$ cat src/rtl/vga_pkg.sv
// Shared VGA/framebuffer constants: 640x480@60 timing defaults and the 160x120 framebuffer geometry.
// The framebuffer address helper is shared with the plotter so both sides agree on layout.
package vga_pkg;

    localparam int unsigned H_ACTIVE_DEF = 640;
    localparam int unsigned H_FP_DEF     = 16;
    localparam int unsigned H_SYNC_DEF   = 96;
    localparam int unsigned H_BP_DEF     = 48;
    localparam int unsigned V_ACTIVE_DEF = 480;
    localparam int unsigned V_FP_DEF     = 10;
    localparam int unsigned V_SYNC_DEF   = 2;
    localparam int unsigned V_BP_DEF     = 33;

    localparam int unsigned FB_WIDTH  = 160;
    localparam int unsigned FB_HEIGHT = 120;
    localparam int unsigned FB_ADDR_W = 15;

    localparam int unsigned CNT_W = 10;
    localparam int unsigned X_W   = 8;
    localparam int unsigned Y_W   = 7;

    // y*160 + x built from shifts: (y<<7)+(y<<5)+x, max 19199 fits in 15 bits
    function automatic logic [FB_ADDR_W-1:0] fb_addr(input logic [X_W-1:0] x,
                                                     input logic [Y_W-1:0] y);
        logic [FB_ADDR_W-1:0] w_y;
        w_y = FB_ADDR_W'(y);
        return (w_y << 7) + (w_y << 5) + FB_ADDR_W'(x);
    endfunction

endpackage

$ cat src/rtl/vga_timing.sv
// Pixel-rate timing core: clk/2 phase, h/v raster counters and active/sync decode.
// All raster state advances only on the pix_en edge (phase==1).
module vga_timing
    import vga_pkg::*;
#(
    parameter int unsigned H_ACTIVE = H_ACTIVE_DEF,
    parameter int unsigned H_FP     = H_FP_DEF,
    parameter int unsigned H_SYNC   = H_SYNC_DEF,
    parameter int unsigned H_BP     = H_BP_DEF,
    parameter int unsigned V_ACTIVE = V_ACTIVE_DEF,
    parameter int unsigned V_FP     = V_FP_DEF,
    parameter int unsigned V_SYNC   = V_SYNC_DEF,
    parameter int unsigned V_BP     = V_BP_DEF
) (
    input  logic           clk,
    input  logic           resetn,
    output logic           o_phase,
    output logic           o_pix_en,
    output logic [X_W-1:0] o_x,
    output logic [Y_W-1:0] o_y,
    output logic           o_active,
    output logic           o_hs_n,
    output logic           o_vs_n,
    output logic           o_frame_wrap
);

    localparam int unsigned H_TOTAL = H_ACTIVE + H_FP + H_SYNC + H_BP;
    localparam int unsigned V_TOTAL = V_ACTIVE + V_FP + V_SYNC + V_BP;

    localparam logic [CNT_W-1:0] H_LAST = CNT_W'(H_TOTAL - 1);
    localparam logic [CNT_W-1:0] H_ACT  = CNT_W'(H_ACTIVE);
    localparam logic [CNT_W-1:0] HS_BEG = CNT_W'(H_ACTIVE + H_FP);
    localparam logic [CNT_W-1:0] HS_END = CNT_W'(H_ACTIVE + H_FP + H_SYNC);
    localparam logic [CNT_W-1:0] V_LAST = CNT_W'(V_TOTAL - 1);
    localparam logic [CNT_W-1:0] V_ACT  = CNT_W'(V_ACTIVE);
    localparam logic [CNT_W-1:0] VS_BEG = CNT_W'(V_ACTIVE + V_FP);
    localparam logic [CNT_W-1:0] VS_END = CNT_W'(V_ACTIVE + V_FP + V_SYNC);

    logic             r_phase;
    logic [CNT_W-1:0] r_h_cnt;
    logic [CNT_W-1:0] r_v_cnt;
    logic             w_pix_en;

    assign w_pix_en = r_phase;

    always_ff @(posedge clk or negedge resetn) begin
        if (!resetn) begin
            r_phase <= 1'b0;
        end else begin
            r_phase <= ~r_phase;
        end
    end

    always_ff @(posedge clk or negedge resetn) begin
        if (!resetn) begin
            r_h_cnt <= '0;
            r_v_cnt <= '0;
        end else if (w_pix_en) begin
            if (r_h_cnt == H_LAST) begin
                r_h_cnt <= '0;
                r_v_cnt <= (r_v_cnt == V_LAST) ? '0 : r_v_cnt + 1'b1;
            end else begin
                r_h_cnt <= r_h_cnt + 1'b1;
            end
        end
    end

    always_comb begin
        o_active     = (r_h_cnt < H_ACT) && (r_v_cnt < V_ACT);
        o_hs_n       = !((r_h_cnt >= HS_BEG) && (r_h_cnt < HS_END));
        o_vs_n       = !((r_v_cnt >= VS_BEG) && (r_v_cnt < VS_END));
        o_frame_wrap = w_pix_en && (r_h_cnt == H_LAST) && (r_v_cnt == V_LAST);
    end

    // 4x upscale: each framebuffer texel covers 4x4 screen pixels
    assign o_x      = r_h_cnt[9:2];
    assign o_y      = r_v_cnt[8:2];
    assign o_phase  = r_phase;
    assign o_pix_en = w_pix_en;

endmodule

$ cat src/rtl/vga_scanout.sv
// VGA scanout: framebuffer read addressing plus the registered DAC/sync output stage.
// Sync, blank and colour are registered together on pix_en so they stay aligned (1 pixel latency).
module vga_scanout
    import vga_pkg::*;
#(
    parameter int unsigned H_ACTIVE = H_ACTIVE_DEF,
    parameter int unsigned H_FP     = H_FP_DEF,
    parameter int unsigned H_SYNC   = H_SYNC_DEF,
    parameter int unsigned H_BP     = H_BP_DEF,
    parameter int unsigned V_ACTIVE = V_ACTIVE_DEF,
    parameter int unsigned V_FP     = V_FP_DEF,
    parameter int unsigned V_SYNC   = V_SYNC_DEF,
    parameter int unsigned V_BP     = V_BP_DEF
) (
    input  logic                 clk,
    input  logic                 resetn,
    output logic [FB_ADDR_W-1:0] rd_addr,
    input  logic [2:0]           rd_data,
    output logic [7:0]           vga_r,
    output logic [7:0]           vga_g,
    output logic [7:0]           vga_b,
    output logic                 vga_hs,
    output logic                 vga_vs,
    output logic                 vga_blank_n,
    output logic                 vga_sync_n,
    output logic                 vga_clk,
    output logic                 frame_start
);

    logic           w_phase;
    logic           w_pix_en;
    logic [X_W-1:0] w_x;
    logic [Y_W-1:0] w_y;
    logic           w_active;
    logic           w_hs_n;
    logic           w_vs_n;
    logic           w_frame_wrap;

    logic       r_hs;
    logic       r_vs;
    logic       r_blank_n;
    logic [7:0] r_r;
    logic [7:0] r_g;
    logic [7:0] r_b;
    logic       r_frame_start;

    vga_timing #(
        .H_ACTIVE (H_ACTIVE),
        .H_FP     (H_FP),
        .H_SYNC   (H_SYNC),
        .H_BP     (H_BP),
        .V_ACTIVE (V_ACTIVE),
        .V_FP     (V_FP),
        .V_SYNC   (V_SYNC),
        .V_BP     (V_BP)
    ) u_timing (
        .clk          (clk),
        .resetn       (resetn),
        .o_phase      (w_phase),
        .o_pix_en     (w_pix_en),
        .o_x          (w_x),
        .o_y          (w_y),
        .o_active     (w_active),
        .o_hs_n       (w_hs_n),
        .o_vs_n       (w_vs_n),
        .o_frame_wrap (w_frame_wrap)
    );

    assign rd_addr = w_active ? fb_addr(w_x, w_y) : '0;

    always_ff @(posedge clk or negedge resetn) begin
        if (!resetn) begin
            r_hs          <= 1'b1;
            r_vs          <= 1'b1;
            r_blank_n     <= 1'b0;
            r_r           <= '0;
            r_g           <= '0;
            r_b           <= '0;
            r_frame_start <= 1'b0;
        end else begin
            // cleared on the following non-pix_en edge, giving a one-clk pulse
            r_frame_start <= w_frame_wrap;
            if (w_pix_en) begin
                r_hs      <= w_hs_n;
                r_vs      <= w_vs_n;
                r_blank_n <= w_active;
                r_r       <= w_active ? {8{rd_data[2]}} : '0;
                r_g       <= w_active ? {8{rd_data[1]}} : '0;
                r_b       <= w_active ? {8{rd_data[0]}} : '0;
            end
        end
    end

    assign vga_r       = r_r;
    assign vga_g       = r_g;
    assign vga_b       = r_b;
    assign vga_hs      = r_hs;
    assign vga_vs      = r_vs;
    assign vga_blank_n = r_blank_n;
    assign vga_sync_n  = 1'b0;
    assign vga_clk     = w_phase;
    assign frame_start = r_frame_start;

endmodule

$ cat config.mk
export PLATFORM = sky130hd
export DESIGN_NAME = vga_scanout
export DESIGN_NICKNAME = d
export VERILOG_FILES = /design/src/rtl/vga_pkg.sv /design/src/rtl/vga_timing.sv /design/src/rtl/vga_scanout.sv
export SDC_FILE = /design/constraint.sdc
export NUM_CORES = 1
export LEC_CHECK = 0
export BUFFER_PORTS_ARGS = -buffer_cell sky130_fd_sc_hd__buf_2
export CAP_MARGIN = 20
export CORE_MARGIN = 5
export CORE_UTILIZATION = 53
export CTS_CLUSTER_SIZE = 8
export DETAILED_ROUTE_END_ITERATION = 10
export GPL_ROUTABILITY_DRIVEN = 1
export PLACE_DENSITY = 0.81
export REMOVE_ABC_BUFFERS = 1
export SYNTH_ARGS = -nofsm -noshare
export SYNTH_HDL_FRONTEND = slang
export SYNTH_SLANG_ARGS = --single-unit
$ cat constraint.sdc
create_clock -name clk -period 4.35 [get_ports clk]
set_input_delay 1.0875 -clock clk [delete_from_list [all_inputs] [get_ports clk]]
set_output_delay 1.0875 -clock clk [all_outputs]
set_load 0.05 [all_outputs]
# Word level (Yosys, flattened, before mapping)
# Cells that the tools add are included.
# totals
regBits	49
elab_cells	37
out_inout_bits	45
# op_classes
n_addsub	4
n_lt_le_gt_ge	6
n_bitwise	1
n_mux	6
eq_ne	2
reduce_logical	8
# ops
operator	n
8-bit two-way mux	3
10-bit by 1-bit adder with 10-bit output, second input constant	2
10-bit equality test, second input constant	2
10-bit < comparator, second input constant	2
10-bit by 9-bit < comparator with 1-bit output, second input constant	2
10-bit two-way mux	2
14-bit by 12-bit adder with 15-bit output	1
15-bit by 8-bit adder with 15-bit output	1
15-bit two-way mux	1
10-bit >= comparator, second input constant	1
10-bit by 9-bit >= comparator with 1-bit output, second input constant	1
1-bit logical AND	5
1-bit zero test	2
2-bit AND reduction	1
1-bit inverter	1

# Depth between registers and ports, before layout
# logic_depth
word_depth	3
ltp_mapped	9

# By module
# Synthesis repeated with hierarchy kept, for this count alone.
# hier_totals
hier_cells	237
hier_area_um2	2203.4
# by_module_without_submodules
mod	cells_per_inst	area_each_um2	instances
vga_timing	127	1242.4	1
vga_scanout	110	960.9	1

# Worst setup path after synthesis
# OpenSTA, ideal clock, no wires.
# synth_path
path_type	flip-flop to output port
startpoint	reg u_timing.r_v_cnt[4]
endpoint	out rd_addr[12]
t_arrival_ns	3.233
path_stages_with_launch	9
path_buffers	1
t_required_ns	3.263
path_slack_ns	0.029
cell_sequence	dfrtp_1 > clkbuf_1 > inv_1 > fa_1 > fa_1 > nand2b_1 > a211oi_1 > nor3_1 > nor3b_1
# synth_between
elab_chain_cells	3
elab_cells_between_ends	5
classes_between	add/sub (2); order compare (1); mux (1); reduce/logical (1)
# synth_lines
element	line	source
start: declaration	vga_timing.sv:41	logic [CNT_W-1:0] r_v_cnt;
start signal: assignment	vga_timing.sv:61	r_v_cnt <= (r_v_cnt == V_LAST) ? '0 : r_v_cnt + 1'b1;
14-bit by 12-bit adder with 15-bit output or 10-bit by 9-bit < comparator with 1-bit output (tied branches)	vga_pkg.sv:27, vga_timing.sv:69	
15-bit by 8-bit adder with 15-bit output or 1-bit logical AND (tied branches)	vga_pkg.sv:27, vga_timing.sv:69	
15-bit two-way mux *	vga_scanout.sv:69	assign rd_addr = w_active ? fb_addr(w_x, w_y) : '0;
end: declaration	vga_scanout.sv:17	output logic [FB_ADDR_W-1:0] rd_addr,
# Mark *: on every way between the ends. The rest lies on a longest branch, timed or not.

# Worst setup path in the final report
# layout_path
startpoint	reg u_timing.r_v_cnt[2]
endpoint	out rd_addr[14]
# The elaborated chain is that of the path after synthesis.

==> results by group <==
GRT
  – Antenna violations before repair: 0
  – Largest net degree at the start of global routing: 29
  – First-pass GRT wire length: 7.03 mm
  – Total grt overflow: 0
  – Vias in the first global route: 1478
  – Total global-route track usage: 0.168

Synth
  – Yosys reg bits: 28
  – Synth Area in Adders: 0.126
  – Synth warnings: 0
  – Largest family of logic cells by synthesized area: simple AND/OR/NAND/NOR gates
  – Post-Synth Simple-Gate Area: 0.227
  – Synthesized cell area: 2010 µm²
  – Mapped Cells: 217
  – Mux cell area share after synthesis: 0.0156
  – Seq/Total Area, Yosys: 0.350
  – Mean post-synth cell area: 9.27 µm²
  – Xor and xnor area share after synthesis: 0.0653
  – Compound-Gate Fraction of Synth Area: 0.0965
  – Cell variety after synth: 40

Place
  – # port buffers: 48
  – Routability congestion estimate: 0.936
  – DPL Wire Length: 3.09 mm
  – Setup WS pre-CTS: 0.467 ns
  – Placed Instance Area: 2130 µm²
  – Number of placed cells counting well taps: 286

Setup path
  – Critical path arrival: 3.11 ns
  – Crit path required time: 3.26 ns
  – CP Max Fanout: 5
  – CP Class: flop to output pin
  – Setup crit start kind: flop
  – Crit end category: output pin

Routing
  – DRC viols: 0
  – DR vias/cell: 5.29
  – Met1 WL: 1.85 mm
  – Total length of routed met3 wires: 161 µm
  – WL met2: 1.96 mm
  – Post-route ant nets: 0
  – WL final: 4.03 mm
  – DR top layer: met4
  – First-pass detailed-route iteration total: 4
  – DR iter-0 viols: 76
  – WL/cell: 13.9 µm
  – Vias after detailed routing: 1535

Final layout
  – Post-route cell area: 2200 µm²
  – FILL cells: 315
  – Diodes inserted: 0
  – Seq. cell area: 704 µm²
  – Area growth syn-to-layout: 9.52%
  – Commonest non-fill, non-tap cell in the layout: buf_2
  – Multi-input gate area: 1070 µm²
  – Layout Nets: 267
  – Most frequent cells in the layout: buf_2, dfrtp_1, nor2_1, ha_1, inv_1
  – Share of post-route cells with drive strength above 1: 0.256
  – Finished Core Util: 0.602
  – Layout Cells excl Fill: 290

STA
  – Clock skew: 0.00291 ns
  – RSZ-0062 raised after global routing: false
  – WHS: 0.493 ns
  – Final Max Tran Viols: 0
  – Final hold violation count: 0
  – Setup violators final: 0
  – Worst slew pin tran: 0.632 ns
  – Max transition margin: 0.575
  – Min Tclk post-route: 4.20 ns
  – PnR worst setup slack: 0.152 ns
  – Final worst-path cycle share: 0.965
  – TNS Setup: 0 ns
  – FMAX: 238 MHz

Power
  – Cell-internal power: 0.394 mW
  – Sw Ratio: 0.260
  – Clk pwr share: 0.386
  – NetSw: 0.139 mW
  – VDD IR max: 0.000170 V
  – Leak: 1.12 nW
  – Flop pwr share: 0.496
  – Combinational share of power: 0.118
  – Power after layout: 0.533 mW
  – Power Density: 242 nW/µm²

Die
  – Die Wd: 71.6 µm
  – Initial Util: 0.549
  – DIE AREA: 5130 µm²
  – I/O pin cnt: 50
  – Core area: 3660 µm²
  – Placement Rows: 22
  – Die height: 71.6 µm

Status
  – Status: completed

Clock tree
  – Clock insertion delay at the later pin of the skew report: 0.27 ns
  – Reg clk slew, reported paths: 0.10 ns
  – CTS Buf Count: 3
  – CTS tree: done
  – H-tree depth: 1
  – Clk sinks: 28
  – Longest Clk Path Bufs: 2
  – CTS root buffer: clkbuf_8

Min path
  – HP Class: flop to flop

Run
  – MaxCap Viol Count: 0
[synthesized netlist by cell type (all sizes together)]
| cell | count | area, µm² |
|---|---|---|
| or3 | 3 | 23.8 |
| or3b | 1 | 8.76 |
| o21a | 1 | 7.51 |
| inv | 13 | 48.8 |
| nor4 | 5 | 46.3 |
| and2 | 7 | 43.8 |
| xnor2 | 9 | 78.8 |
| mux2i | 2 | 20.0 |
| nand3 | 10 | 50.1 |
| nor4bb | 1 | 10.0 |
| dfstp | 2 | 52.6 |
| and4 | 3 | 26.3 |
| nand2b | 2 | 12.5 |
| conb | 1 | 3.75 |
| or4b | 1 | 10.0 |
| buf | 23 | 170 |
| clkbuf | 5 | 18.8 |
| a21oi | 8 | 40.0 |
| xor2 | 6 | 52.6 |
| nand2 | 12 | 45.0 |
| dfrtp | 26 | 651 |
| nor3 | 7 | 45.0 |
| o2bb2ai | 3 | 26.3 |
| mux2 | 1 | 11.3 |
| nor4b | 1 | 8.76 |
| nand4 | 5 | 31.3 |
| o21ai | 7 | 35.0 |
| a41oi | 2 | 17.5 |
| a211oi | 3 | 22.5 |
| and3 | 2 | 12.5 |
| nor2 | 18 | 67.6 |
| ha | 17 | 213 |
| nor3b | 2 | 15.0 |
| o21bai | 2 | 15.0 |
| a21o | 4 | 30.0 |
| fa | 2 | 40.0 |
[routing by layer]
layer  GRT usage  vias to the layer above
met2       0.259                       30
li1            -                      785
met4      0.0501                        0
met5           0                        -
met3      0.0295                        4
met1       0.239                      716
[cells by family (layout without fill, tap and decap cells)]
group | after synthesis | after routing
other | 1 | 1
adders and majority gates | 19 | 19
muxes | 3 | 3
and+or+nand+nor | 80 | 80
xor gates and xnor gates | 15 | 15
buffers and inverters | 41 | 66
AOI/OAI and AO/OA | 30 | 30
DFF | 28 | 28
[critical path, stage by stage (launching register included)]
cell and delay (ns):
dfrtp_1 0.42, inv_1 0.14, fa_1 0.55, fa_1 0.47, nand2b_1 0.18, a21o_1 0.18
or3b_2 0.46, a21oi_1 0.15, buf_2 0.28
[power groups by stage]
stage               clock, mW  sequential (mW)  combinational (mW)
finish                  0.206            0.264              0.0630
global route            0.221            0.265              0.0657
CTS                     0.212            0.264              0.0640
detailed placement          0            0.269              0.0639
global placement            0            0.269              0.0633
floorplan                   0            0.311             0.00303
[state kept, by name, summed over array words and instances (netlist names)]
| signal | flops |
|---|---|
| u_timing.r_h_cnt | 10 |
| u_timing.r_v_cnt | 10 |
| frame_start | 1 |
| u_timing.o_phase | 1 |
| vga_b | 1 |
| vga_blank_n | 1 |
| vga_g | 1 |
| vga_hs | 1 |
| vga_r | 1 |
| vga_vs | 1 |
[area by class of cell]
type,instances,share of cell area
Sequential cell,28,0.320
Inverter,13,0.0222
Tap cell,48,0.0273
Timing Repair Buffer,49,0.113
Clock inverter,1,0.0136
Multi-Input combinational cell,148,0.486
Clock buffer,3,0.0188
[what timing repair did]
action	CTS	global route
hold buffers	0	0
gates resized for setup	0	1
endpoints found under the setup margin	0	1
setup buffers	0	0
[worst paths after layout]
check | startpoint | endpoint | slack (ns) | depth (start not counted)
setup reg to reg | u_timing.o_phase$_DFF_PN0_ | u_timing.r_v_cnt[9]$_DFFE_PN0P_ | 2.04 | 4
min in group asynchronous | resetn | vga_blank_n$_DFFE_PN0P_ | 0.81 | 1
max in group asynchronous | resetn | u_timing.r_v_cnt[4]$_DFFE_PN0P_ | 3.09 | 1
setup / recovery | u_timing.r_v_cnt[2]$_DFFE_PN0P_ | rd_addr[14] | 0.15 | 8
hold / removal | vga_hs$_DFFE_PN1P_ | vga_hs$_DFFE_PN1P_ | 0.49 | 2
hold reg to reg | vga_hs$_DFFE_PN1P_ | vga_hs$_DFFE_PN1P_ | 0.49 | 2
No activity file was read; power rests on OpenSTA's default activity.
